<file path="config.mk">
export PLATFORM = sky130hd
export DESIGN_NAME = row_line_encoder
export DESIGN_NICKNAME = d
export VERILOG_FILES = /design/src/rtl/row_enc_pkg.sv /design/src/rtl/row_onehot_check.sv /design/src/rtl/row_line_encoder.sv
export SDC_FILE = /design/constraint.sdc
export NUM_CORES = 1
export LEC_CHECK = 0
export CAP_MARGIN = 10
export CORE_MARGIN = 5
export CORE_UTILIZATION = 38
export CTS_BUF_LIST = sky130_fd_sc_hd__clkbuf_8
export CTS_CLUSTER_DIAMETER = 50
export DETAILED_ROUTE_END_ITERATION = 6
export PLACE_DENSITY = 0.55
export SYNTH_ARGS = -nofsm -noshare
export SYNTH_HDL_FRONTEND = slang
export SYNTH_SLANG_ARGS = --single-unit
</file>
<file path="constraint.sdc">
create_clock -name clk -period 2.75 [get_ports clk]
set_input_delay 0.55 -clock clk [delete_from_list [all_inputs] [get_ports clk]]
set_output_delay 0.55 -clock clk [all_outputs]
set_load 0.01 [all_outputs]
</file>
<file path="src/rtl/row_enc_pkg.sv">
// Shared types, constants and the row-to-code mapping for the row line encoder.
package row_enc_pkg;

    localparam int unsigned ROW_W  = 7;
    localparam int unsigned CODE_W = 3;
    localparam int unsigned CNT_W  = 4;

    localparam logic [CODE_W-1:0] NO_ROW_CODE = 3'b111;

    typedef enum logic [1:0] {
        IDLE,
        SETTLE,
        HOLD,
        WAIT_RELEASE
    } state_e;

    // Ln (bit n-1) encodes to 7-n; anything that is not exactly one row maps to NO_ROW_CODE
    function automatic logic [CODE_W-1:0] row_to_code(input logic [ROW_W-1:0] pat);
        logic [CODE_W-1:0] code;
        case (pat)
            7'b0000001: code = 3'b110;
            7'b0000010: code = 3'b101;
            7'b0000100: code = 3'b100;
            7'b0001000: code = 3'b011;
            7'b0010000: code = 3'b010;
            7'b0100000: code = 3'b001;
            7'b1000000: code = 3'b000;
            default:    code = NO_ROW_CODE;
        endcase
        return code;
    endfunction

endpackage

</file>
<file path="src/rtl/row_onehot_check.sv">
// Combinational classifier for a 7-bit row pattern: zero / one-hot / multi-hot, plus its row code.
module row_onehot_check
    import row_enc_pkg::*;
(
    input  logic [6:0] pat,
    output logic       is_zero,
    output logic       is_onehot,
    output logic [2:0] code
);

    // Clearing the lowest set bit leaves zero only for a single-bit pattern
    always_comb begin
        is_zero   = (pat == 7'd0);
        is_onehot = !is_zero && ((pat & (pat - 7'd1)) == 7'd0);
        code      = row_to_code(pat);
    end

endmodule

</file>
<file path="src/rtl/row_line_encoder.sv">
// Debouncing row-line encoder: accepts a stable one-hot row pattern and offers its
// 3-bit code over valid/ready. Multi-hot stable patterns raise err.
// Optional build macro ROW_ENC_STICKY_ERR_EN: err holds at 1 until rst instead of pulsing.
module row_line_encoder
    import row_enc_pkg::*;
#(
    parameter int unsigned STABLE_CYCLES = 4
) (
    input  logic       clk,
    input  logic       rst,
    input  logic [6:0] l_in,
    output logic [2:0] out_abc,
    output logic       out_valid,
    input  logic       out_ready,
    output logic       err,
    output logic       busy
);

    localparam logic [CNT_W-1:0] CNT_LAST = CNT_W'(STABLE_CYCLES - 1);

    logic [ROW_W-1:0]  s_reg_q, s_reg_d;
    logic [ROW_W-1:0]  cap_q, cap_d;
    logic [CNT_W-1:0]  cnt_q, cnt_d;
    state_e            state_q, state_d;
    logic [CODE_W-1:0] abc_q, abc_d;
    logic              valid_q, valid_d;
    logic              err_q, err_d;
    logic              busy_q, busy_d;
    logic              err_pulse;

    logic              s_zero;
    logic              s_onehot;
    logic [CODE_W-1:0] s_code;

    row_onehot_check u_check (
        .pat       (s_reg_q),
        .is_zero   (s_zero),
        .is_onehot (s_onehot),
        .code      (s_code)
    );

    // Next-state, capture/count and registered-output decisions
    always_comb begin
        s_reg_d   = l_in;
        state_d   = state_q;
        cap_d     = cap_q;
        cnt_d     = cnt_q;
        abc_d     = abc_q;
        err_pulse = 1'b0;

        case (state_q)
            IDLE: begin
                if (!s_zero) begin
                    cap_d   = s_reg_q;
                    cnt_d   = CNT_W'(1);
                    state_d = SETTLE;
                end
            end
            SETTLE: begin
                if (s_reg_q == cap_q) begin
                    if (cnt_q == CNT_LAST) begin
                        if (s_onehot) begin
                            abc_d   = s_code;
                            state_d = HOLD;
                        end else begin
                            err_pulse = 1'b1;
                            state_d   = WAIT_RELEASE;
                        end
                    end else begin
                        cnt_d = cnt_q + CNT_W'(1);
                    end
                end else if (s_zero) begin
                    state_d = IDLE;
                end else begin
                    cap_d = s_reg_q;
                    cnt_d = CNT_W'(1);
                end
            end
            HOLD: begin
                if (valid_q && out_ready) begin
                    state_d = WAIT_RELEASE;
                end
            end
            WAIT_RELEASE: begin
                if (s_zero) begin
                    state_d = IDLE;
                end
            end
            default: state_d = IDLE;
        endcase

        // Code is frozen while holding; every other state shows "no row"
        if (state_d != HOLD) begin
            abc_d = NO_ROW_CODE;
        end
        valid_d = (state_d == HOLD);
        busy_d  = (state_d != IDLE);

`ifdef ROW_ENC_STICKY_ERR_EN
        err_d = err_q | err_pulse;
`else
        err_d = err_pulse;
`endif
    end

    // State and output registers with synchronous reset
    always_ff @(posedge clk) begin
        if (rst) begin
            s_reg_q <= '0;
            cap_q   <= '0;
            cnt_q   <= '0;
            state_q <= IDLE;
            abc_q   <= NO_ROW_CODE;
            valid_q <= 1'b0;
            err_q   <= 1'b0;
            busy_q  <= 1'b0;
        end else begin
            s_reg_q <= s_reg_d;
            cap_q   <= cap_d;
            cnt_q   <= cnt_d;
            state_q <= state_d;
            abc_q   <= abc_d;
            valid_q <= valid_d;
            err_q   <= err_d;
            busy_q  <= busy_d;
        end
    end

    assign out_abc   = abc_q;
    assign out_valid = valid_q;
    assign err       = err_q;
    assign busy      = busy_q;

endmodule

</file>
==> results of run 1 <==
-- layout make-up --
type,instances,share of cell area [%]
Timing Repair Buffer,19,11.7
Clock buffer,3,2.67
Sequential cell,26,33.7
Inverter,1,0.243
Tap cell,46,3.73
Multi-Input combinational cell,107,48.0
-- per-stage QoR --
step	power, uW	instance area [um^2]	hold WS [ps]	instances
after global placement	552	1500	456	199
after global routing	796	1540	500	202
after floorplan	518	1330	448	145
after CTS	765	1540	473	202
final	753	1540	470	202
after detailed placement	554	1500	460	199
-- metal layers --
metal  routed length (um)  global-route usage (%)
met5                    0                       0
met4                   23                    4.56
met3                   79                    2.62
met2                 1280                    19.5
met1                 1310                    15.8
-- worst max path at each step --
stage	end	slack, ps	cells past startpoint
3_3_place_gp	out_valid$_SDFF_PP0_	680	6
5_1_grt	cnt_q[0]$_SDFFE_PP0P_	500	6
3_5_place_dp	out_valid$_SDFF_PP0_	690	6
6_report	out_abc[0]$_SDFFE_PP1P_	690	6
2_1_floorplan	out_abc[0]$_SDFFE_PP1P_	840	7
4_1_cts	out_valid$_SDFF_PP0_	670	6
-- state kept, by name (all words and copies together) (netlist names) --
signal,count
cap_q,7
s_reg_q,7
cnt_q,4
out_abc,3
state_q,2
busy,1
err,1
out_valid,1
-- cells in the mapped netlist (3+ instances only) --
cell type,instances
sky130_fd_sc_hd__dfxtp_1,26
sky130_fd_sc_hd__nand3_1,9
sky130_fd_sc_hd__mux2i_1,5
sky130_fd_sc_hd__o21ai_0,7
sky130_fd_sc_hd__nor2_1,11
sky130_fd_sc_hd__nor2b_1,9
sky130_fd_sc_hd__a21oi_1,7
sky130_fd_sc_hd__a32oi_1,3
sky130_fd_sc_hd__nor3_1,3
sky130_fd_sc_hd__nand2_1,13
sky130_fd_sc_hd__clkbuf_1,4
sky130_fd_sc_hd__xor2_1,9
-- critical path, cell delays in order (launching register included) --
cell	delay, ps
sky130_fd_sc_hd__dfxtp_1	390
sky130_fd_sc_hd__or4_4	600
sky130_fd_sc_hd__nor3_2	200
sky130_fd_sc_hd__o22ai_2	130
sky130_fd_sc_hd__nor3_2	280
sky130_fd_sc_hd__mux2i_1	250
sky130_fd_sc_hd__nand3_1	90
-- power breakdown --
group	leakage, uW	switching, uW	internal, uW
combinational	0.000336	66.5	65.7
clock	0.0000216	111	97.9
sequential	0.000214	18.6	393
total	0.000571	197	557
-- cells by family (layout without fill, tap and decap cells) --
group                    count (synthesis)  count (layout)  share of synthesized area (%)
buffers and inverters                   12              23                           5.00
adder cells (fa/ha/maj)                  2               2                           1.70
XOR/XNOR                                11              11                           7.26
multiplexers                             5               5                           3.77
AND/OR/NAND/NOR                         62              62                           27.1
AO/OA/AOI/OAI                           27              27                           16.0
flip-flops                              26              26                           39.2
==> results by group, run 1 <==
Timing
  – Clock tree skew after final layout: 2.50 ps
  – RSZ-0062 raised after global routing: false
  – Final count of negative-setup-slack endpoints: 0
  – Slew Limit Fails: 0
  – Post-route fraction of the period consumed by the critical path: 74.8%
  – Worst Slack Setup Final: 693 ps
  – Max Clock Freq: 486 MHz
  – Transition at the pin with the smallest max-transition slack: 472 ps
  – Final total negative setup slack: 0 ps
  – Hold Fails Final Rpt: 0
  – Final critical path time including I/O delays and setup: 2060 ps
  – Normalized max-slew margin: 67.7%

Clock network
  – # hold bufs at CTS: 0
  – Clock tree buffer depth: 2
  – Clock Pin Slew Worst Setup and Hold Paths: 80 ps
  – CTS tree: built
  – Root buffer cell: sky130_fd_sc_hd__clkbuf_8
  – Clock Latency Late Sink: 260 ps
  – Post-cts gate resize count: 0
  – CTS HTree Levels: 1
  – Clk sinks: 26
  – CTS Buf Count: 3
  – Setup repair bufs after CTS: 0

Critical path
  – Capturing element type of the critical path: flop
  – Critical path data required time: 2900 ps
  – Worst EP arrival: 2200 ps
  – Depth of the worst register-to-register path: 6
  – Setup slack on the worst flop-to-flop path: 690 ps
  – Capture instance of the worst register-to-register path: out_abc[0]$_SDFFE_PP1P_
  – Timing startpoint of the critical path: s_reg_q[0]$_SDFF_PP0_
  – Worst Setup Path Type: reg -> reg
  – Max Fanout on Critical Path: 9
  – R2r startpoint: s_reg_q[0]$_SDFF_PP0_
  – CP Launch Type: flop

Die
  – Total number of placement rows: 21
  – Count of pins on the block boundary: 16
  – Die Y-Extent: 69.1 um
  – Initial Utilization: 39.5%
  – Die W: 69.1 um
  – Core Box Area: 3360 um^2
  – Total Die Area: 4780 um^2

Global route
  – Number of antenna violations at the first check in global routing: 0
  – Total congestion overflow: 0
  – Vias in the first global route: 1,012
  – Global-route wire length before repair: 4750 um
  – GRT Resource Usage Total: 12.1%
  – Largest net degree at the start of global routing: 14

Routing
  – Post-DR wirelength/cell: 13.3 um
  – Vias/cell: 5.09
  – DRC errors left: 0
  – Post-route antenna net violation count: 0
  – Detailed-router iteration count before antenna repair: 4
  – Total detailed-routing wirelength: 2700 um
  – Violation count after the first detailed-routing iteration: 33
  – Count of vias placed by the detailed router: 1,028

Logic synthesis
  – Avg Synthesized Cell Area: 9.16 um^2
  – Post-synth cell types: 43
  – Total standard cell area after synthesis: 1330 um^2
  – Post-synth ARST share: 0%
  – Number of enable flip-flop cells after synthesis: 0
  – Share of Yosys cell area claimed by the top area cell type: 39.2%
  – Synth warnings: 0
  – Yosys top cell by area: sky130_fd_sc_hd__dfxtp_1
  – Ranking of synthesized cells by area: sky130_fd_sc_hd__dfxtp_1, sky130_fd_sc_hd__xor2_1, sky130_fd_sc_hd__nor2b_1, sky130_fd_sc_hd__mux2i_1, sky130_fd_sc_hd__nand2_1
  – Predominant post-synthesis flop cell: sky130_fd_sc_hd__dfxtp_1
  – Synthesized flop and latch total: 26
  – Share of the yosys chip area belonging to registers: 39.2%
  – Number of nets produced by synthesis: 156
  – Cells after synthesis: 145

Run
  – Max cap viols: 0

Placed design
  – Hpwl dp: 2050 um
  – Final weighted congestion of routability-driven global placement: 0.779
  – Worst setup slack after placement: 687 ps
  – PortBufs: 15

Finish
  – Fraction of layout instances using a drive strength above 1: 11.5%
  – Fillers: 364
  – N_diodes: 0
  – Most used cells in the layout excluding fill and tap cells: sky130_fd_sc_hd__dfxtp_1, sky130_fd_sc_hd__clkdlybuf4s50_1, sky130_fd_sc_hd__nand2_1
  – Seq. cell area: 520 um^2
  – Area used by multi-input combinational logic: 741 um^2
  – Nets@finish: 169
  – Most common library cell in the layout ignoring fill and taps: sky130_fd_sc_hd__dfxtp_1
  – Final Core Density: 45.9%
  – Layout-stage area growth over the synthesis result: 16.3%

Hold path
  – Hold depth: 2
  – Launch instance of the worst min-delay path: cap_q[0]$_SDFFE_PP0P_
  – Class of the worst hold path: reg -> reg
  – Terminating pin of the worst hold path: cap_q[0]$_SDFFE_PP0P_

Outcome
  – Result of the run: completed

Pwr
  – P_leak: 0.000571 uW
  – Power density relative to cell area: 488 nW/um^2
  – Worst IR Drop VDD: 0.184 mV
Power figures use the tool's default switching activity.
==> run 2, diff against run 1 <==
Settings changed: PLACE_DENSITY 0.55 to 0.57.
Clock period 2.75 ns to 1.8 ns, I/O delays scaled along.
==> run 2 against run 1 <==
  * The run now ends with negative setup slack left
  * Cell area increased by 24%
  * Clock skew down 0.69 ps
  * Routed wire length grew 23%
  * Via count increased by 14%
  * Worst setup slack worse by 820 ps
  * First-iteration DRC count is 6.1% higher
  * Register-to-register slack lost 820 ps
  * Clock-buffer cell count rose by 1
==> results by group, run 2 (synthesis results as in run 1) <==
Clock network
  – Clk sinks: 26 (unchanged)
  – Clock tree buffer depth: 2 (unchanged)
  – CTS HTree Levels: 1 (unchanged)
  – CTS tree: built
  – CTS Buf Count: 3 (unchanged)
  – Clock Latency Late Sink: 270 ps (about the same)
  – Root buffer cell: sky130_fd_sc_hd__clkbuf_8
  – Clock Pin Slew Worst Setup and Hold Paths: 90 ps (about the same)

Routing
  – Detailed-router iteration count before antenna repair: 4 (unchanged)
  – Post-DR wirelength/cell: 14.4 um (+7.8%)
  – Post-route antenna net violation count: 0 (unchanged)
  – DRC errors left: 0 (unchanged)
  – Violation count after the first detailed-routing iteration: 35 (+6.1%)
  – Count of vias placed by the detailed router: 1,173 (+14%)
  – Total detailed-routing wirelength: 3320 um (+23%)
  – Vias/cell: 5.08 (-0.22%)

Global route
  – Number of antenna violations at the first check in global routing: 0 (unchanged)
  – Vias in the first global route: 1,237 (+22%)
  – Total congestion overflow: 0 (unchanged)
  – GRT Resource Usage Total: 13.7% (+1.6 points)
  – Global-route wire length before repair: 5460 um (+15%)
  – Largest net degree at the start of global routing: 15 (+1)

Placed design
  – PortBufs: 15 (unchanged)
  – Final weighted congestion of routability-driven global placement: 0.755 (-3.1%)
  – Worst setup slack after placement: -206 ps (-893 ps)
  – Hpwl dp: 2340 um (+15%)

Finish
  – Largest registers in the final layout: cap_q x7, s_reg_q x7, cnt_q x4
  – Nets@finish: 197 (+17%)
  – N_diodes: 0 (unchanged)
  – Most used cells in the layout excluding fill and tap cells: sky130_fd_sc_hd__buf_4, sky130_fd_sc_hd__dfxtp_1, sky130_fd_sc_hd__clkdlybuf4s50_1
  – Layout-stage area growth over the synthesis result: 44.3%
  – Most common library cell in the layout ignoring fill and taps: sky130_fd_sc_hd__buf_4
  – Fraction of layout instances using a drive strength above 1: 37.3% (+26 points)

Timing
  – Final total negative setup slack: -847 ps (-847 ps)
  – Final critical path time including I/O delays and setup: 1930 ps (-127 ps)
  – Max Clock Freq: 518 MHz (+6.6%)
  – Worst Slack Setup Final: -130 ps (-823 ps)
  – Normalized max-slew margin: 73.8% (+6.1 points)
  – Post-route fraction of the period consumed by the critical path: 107% (+32 points)
  – Hold Fails Final Rpt: 0 (unchanged)
  – Slew Limit Fails: 0 (unchanged)
  – Clock tree skew after final layout: 1.81 ps (-0.690 ps)
  – RSZ-0062 raised after global routing: true
  – Final count of negative-setup-slack endpoints: 16 (+16)
  – Transition at the pin with the smallest max-transition slack: 392 ps (-79.7 ps)

Critical path
  – Setup slack on the worst flop-to-flop path: -130 ps (-820 ps)
  – CP Launch Type: flop
  – Timing startpoint of the critical path: s_reg_q[4]$_SDFF_PP0_
  – Depth of the worst register-to-register path: 7 (+1)
  – Worst EP arrival: 2090 ps (-110 ps)
  – Highest cell delay on the worst timing path: 340 ps (-260 ps)
  – Max Fanout on Critical Path: 4 (-5)
  – Critical path data required time: 1960 ps (-940 ps)
  – Cell-by-cell trace of the critical path: xor2_2, nor4_2, buf_4, nand4b_1, nor3_4, mux2i_1, nand3_1
  – R2r startpoint: s_reg_q[4]$_SDFF_PP0_
  – Capturing element type of the critical path: flop
  – Worst Setup Path Type: reg -> reg
  – Highest-delay cell along the critical path: sky130_fd_sc_hd__dfxtp_2
  – Capture instance of the worst register-to-register path: out_abc[0]$_SDFFE_PP1P_
  – Gate family responsible for the most delay along the worst path: simple AND/OR/NAND/NOR gates
  – Buffering stage count on the worst path with inverters included: 1 (+1)

Die
  – Initial Utilization: 39.5% (unchanged)
  – Count of pins on the block boundary: 16 (unchanged)
  – Die W: 69.1 um (unchanged)
  – Total Die Area: 4780 um^2 (unchanged)
  – Total number of placement rows: 21 (unchanged)
  – Die Y-Extent: 69.1 um (unchanged)
  – Core Box Area: 3360 um^2 (unchanged)

Outcome
  – Violated checks: negative setup slack
  – Result of the run: complete, but fails checks

Hold path
  – Hold depth: 2 (unchanged)
  – Terminating pin of the worst hold path: cap_q[1]$_SDFFE_PP0P_
  – Class of the worst hold path: reg -> reg
  – Launch instance of the worst min-delay path: cap_q[1]$_SDFFE_PP0P_

Pwr
  – Power density relative to cell area: 678 nW/um^2 (+39%)
  – Total chip power: 1300 uW (+72%)
  – P_leak: 0.000758 uW (+33%)
  – Worst IR Drop VDD: 0.370 mV (+100%)

Run
  – Max cap viols: 0 (unchanged)
-- run 2: cell types whose count changed in the layout (fill, tap and decap cells not counted), sizes merged --
cell    previous run  this run
buf                4        32
clkbuf             3         4
-- run 2: worst max-delay path by stage --
stage | end | slack, ps | cells after the start
after floorplan | out_abc[0]$_SDFFE_PP1P_ | -110 | 7
after global placement | out_abc[0]$_SDFFE_PP1P_ | -90 | 6
after detailed placement | out_abc[0]$_SDFFE_PP1P_ | -210 | 6
after CTS | out_valid$_SDFF_PP0_ | -140 | 6
after global routing | out_abc[0]$_SDFFE_PP1P_ | -280 | 7
final | out_abc[0]$_SDFFE_PP1P_ | -130 | 7
-- run 2: where the power goes --
group	leakage, uW	switching, uW	total, uW	internal, uW
clock network	0.0000288	189	385	196
registers	0.000216	21.7	623	601
logic	0.000514	142	291	149
-- run 2: what timing repair did --
item                                    4_1_cts  5_1_grt
endpoints found under the setup margin       15       19
gates cloned                                  0        0
buffers inserted                              7        3
hold buffers                                  0        0
pin swaps                                    12        5
resized for setup                            27       12
-- run 2: final cells by class --
cell class | count | area [um^2]
Timing Repair Buffer | 47 | 413
Inverter | 1 | 3.75
Sequential cell | 26 | 531
Fill cell | 324 | 1450
Multi-Input combinational cell | 107 | 856
Clock buffer | 4 | 55.1
Tap cell | 46 | 57.6
-- run 2: per-layer routing --
layer | up-vias | wire, um | GRT usage [%]
met4 | 0 | 91 | 6.07
met2 | 16 | 1720 | 24.3
met3 | 9 | 57 | 2.33
met1 | 558 | 1450 | 16.0
li1 | 590 | - | -
met5 | - | 0 | 0
-- run 2: worst min-delay path: cells and delay by family (launching register included) --
| family | cells | cell delay [ps] |
|---|---|---|
| AOI/OAI and AO/OA | 1 | 50 |
| DFF | 1 | 330 |
| and+or+nand+nor | 1 | 60 |
-- run 2: metrics by stage --
step / instances / hold WS, ps / area [um^2] / utilization [%]
final: 231 / 478 / 1920 / 57.0
after floorplan: 145 / 432 / 1330 / -
after CTS: 229 / 479 / 1870 / 55.6
after global routing: 231 / 517 / 1920 / 57.0
after detailed placement: 218 / 469 / 1650 / 48.9
after global placement: 218 / 455 / 1650 / 48.9
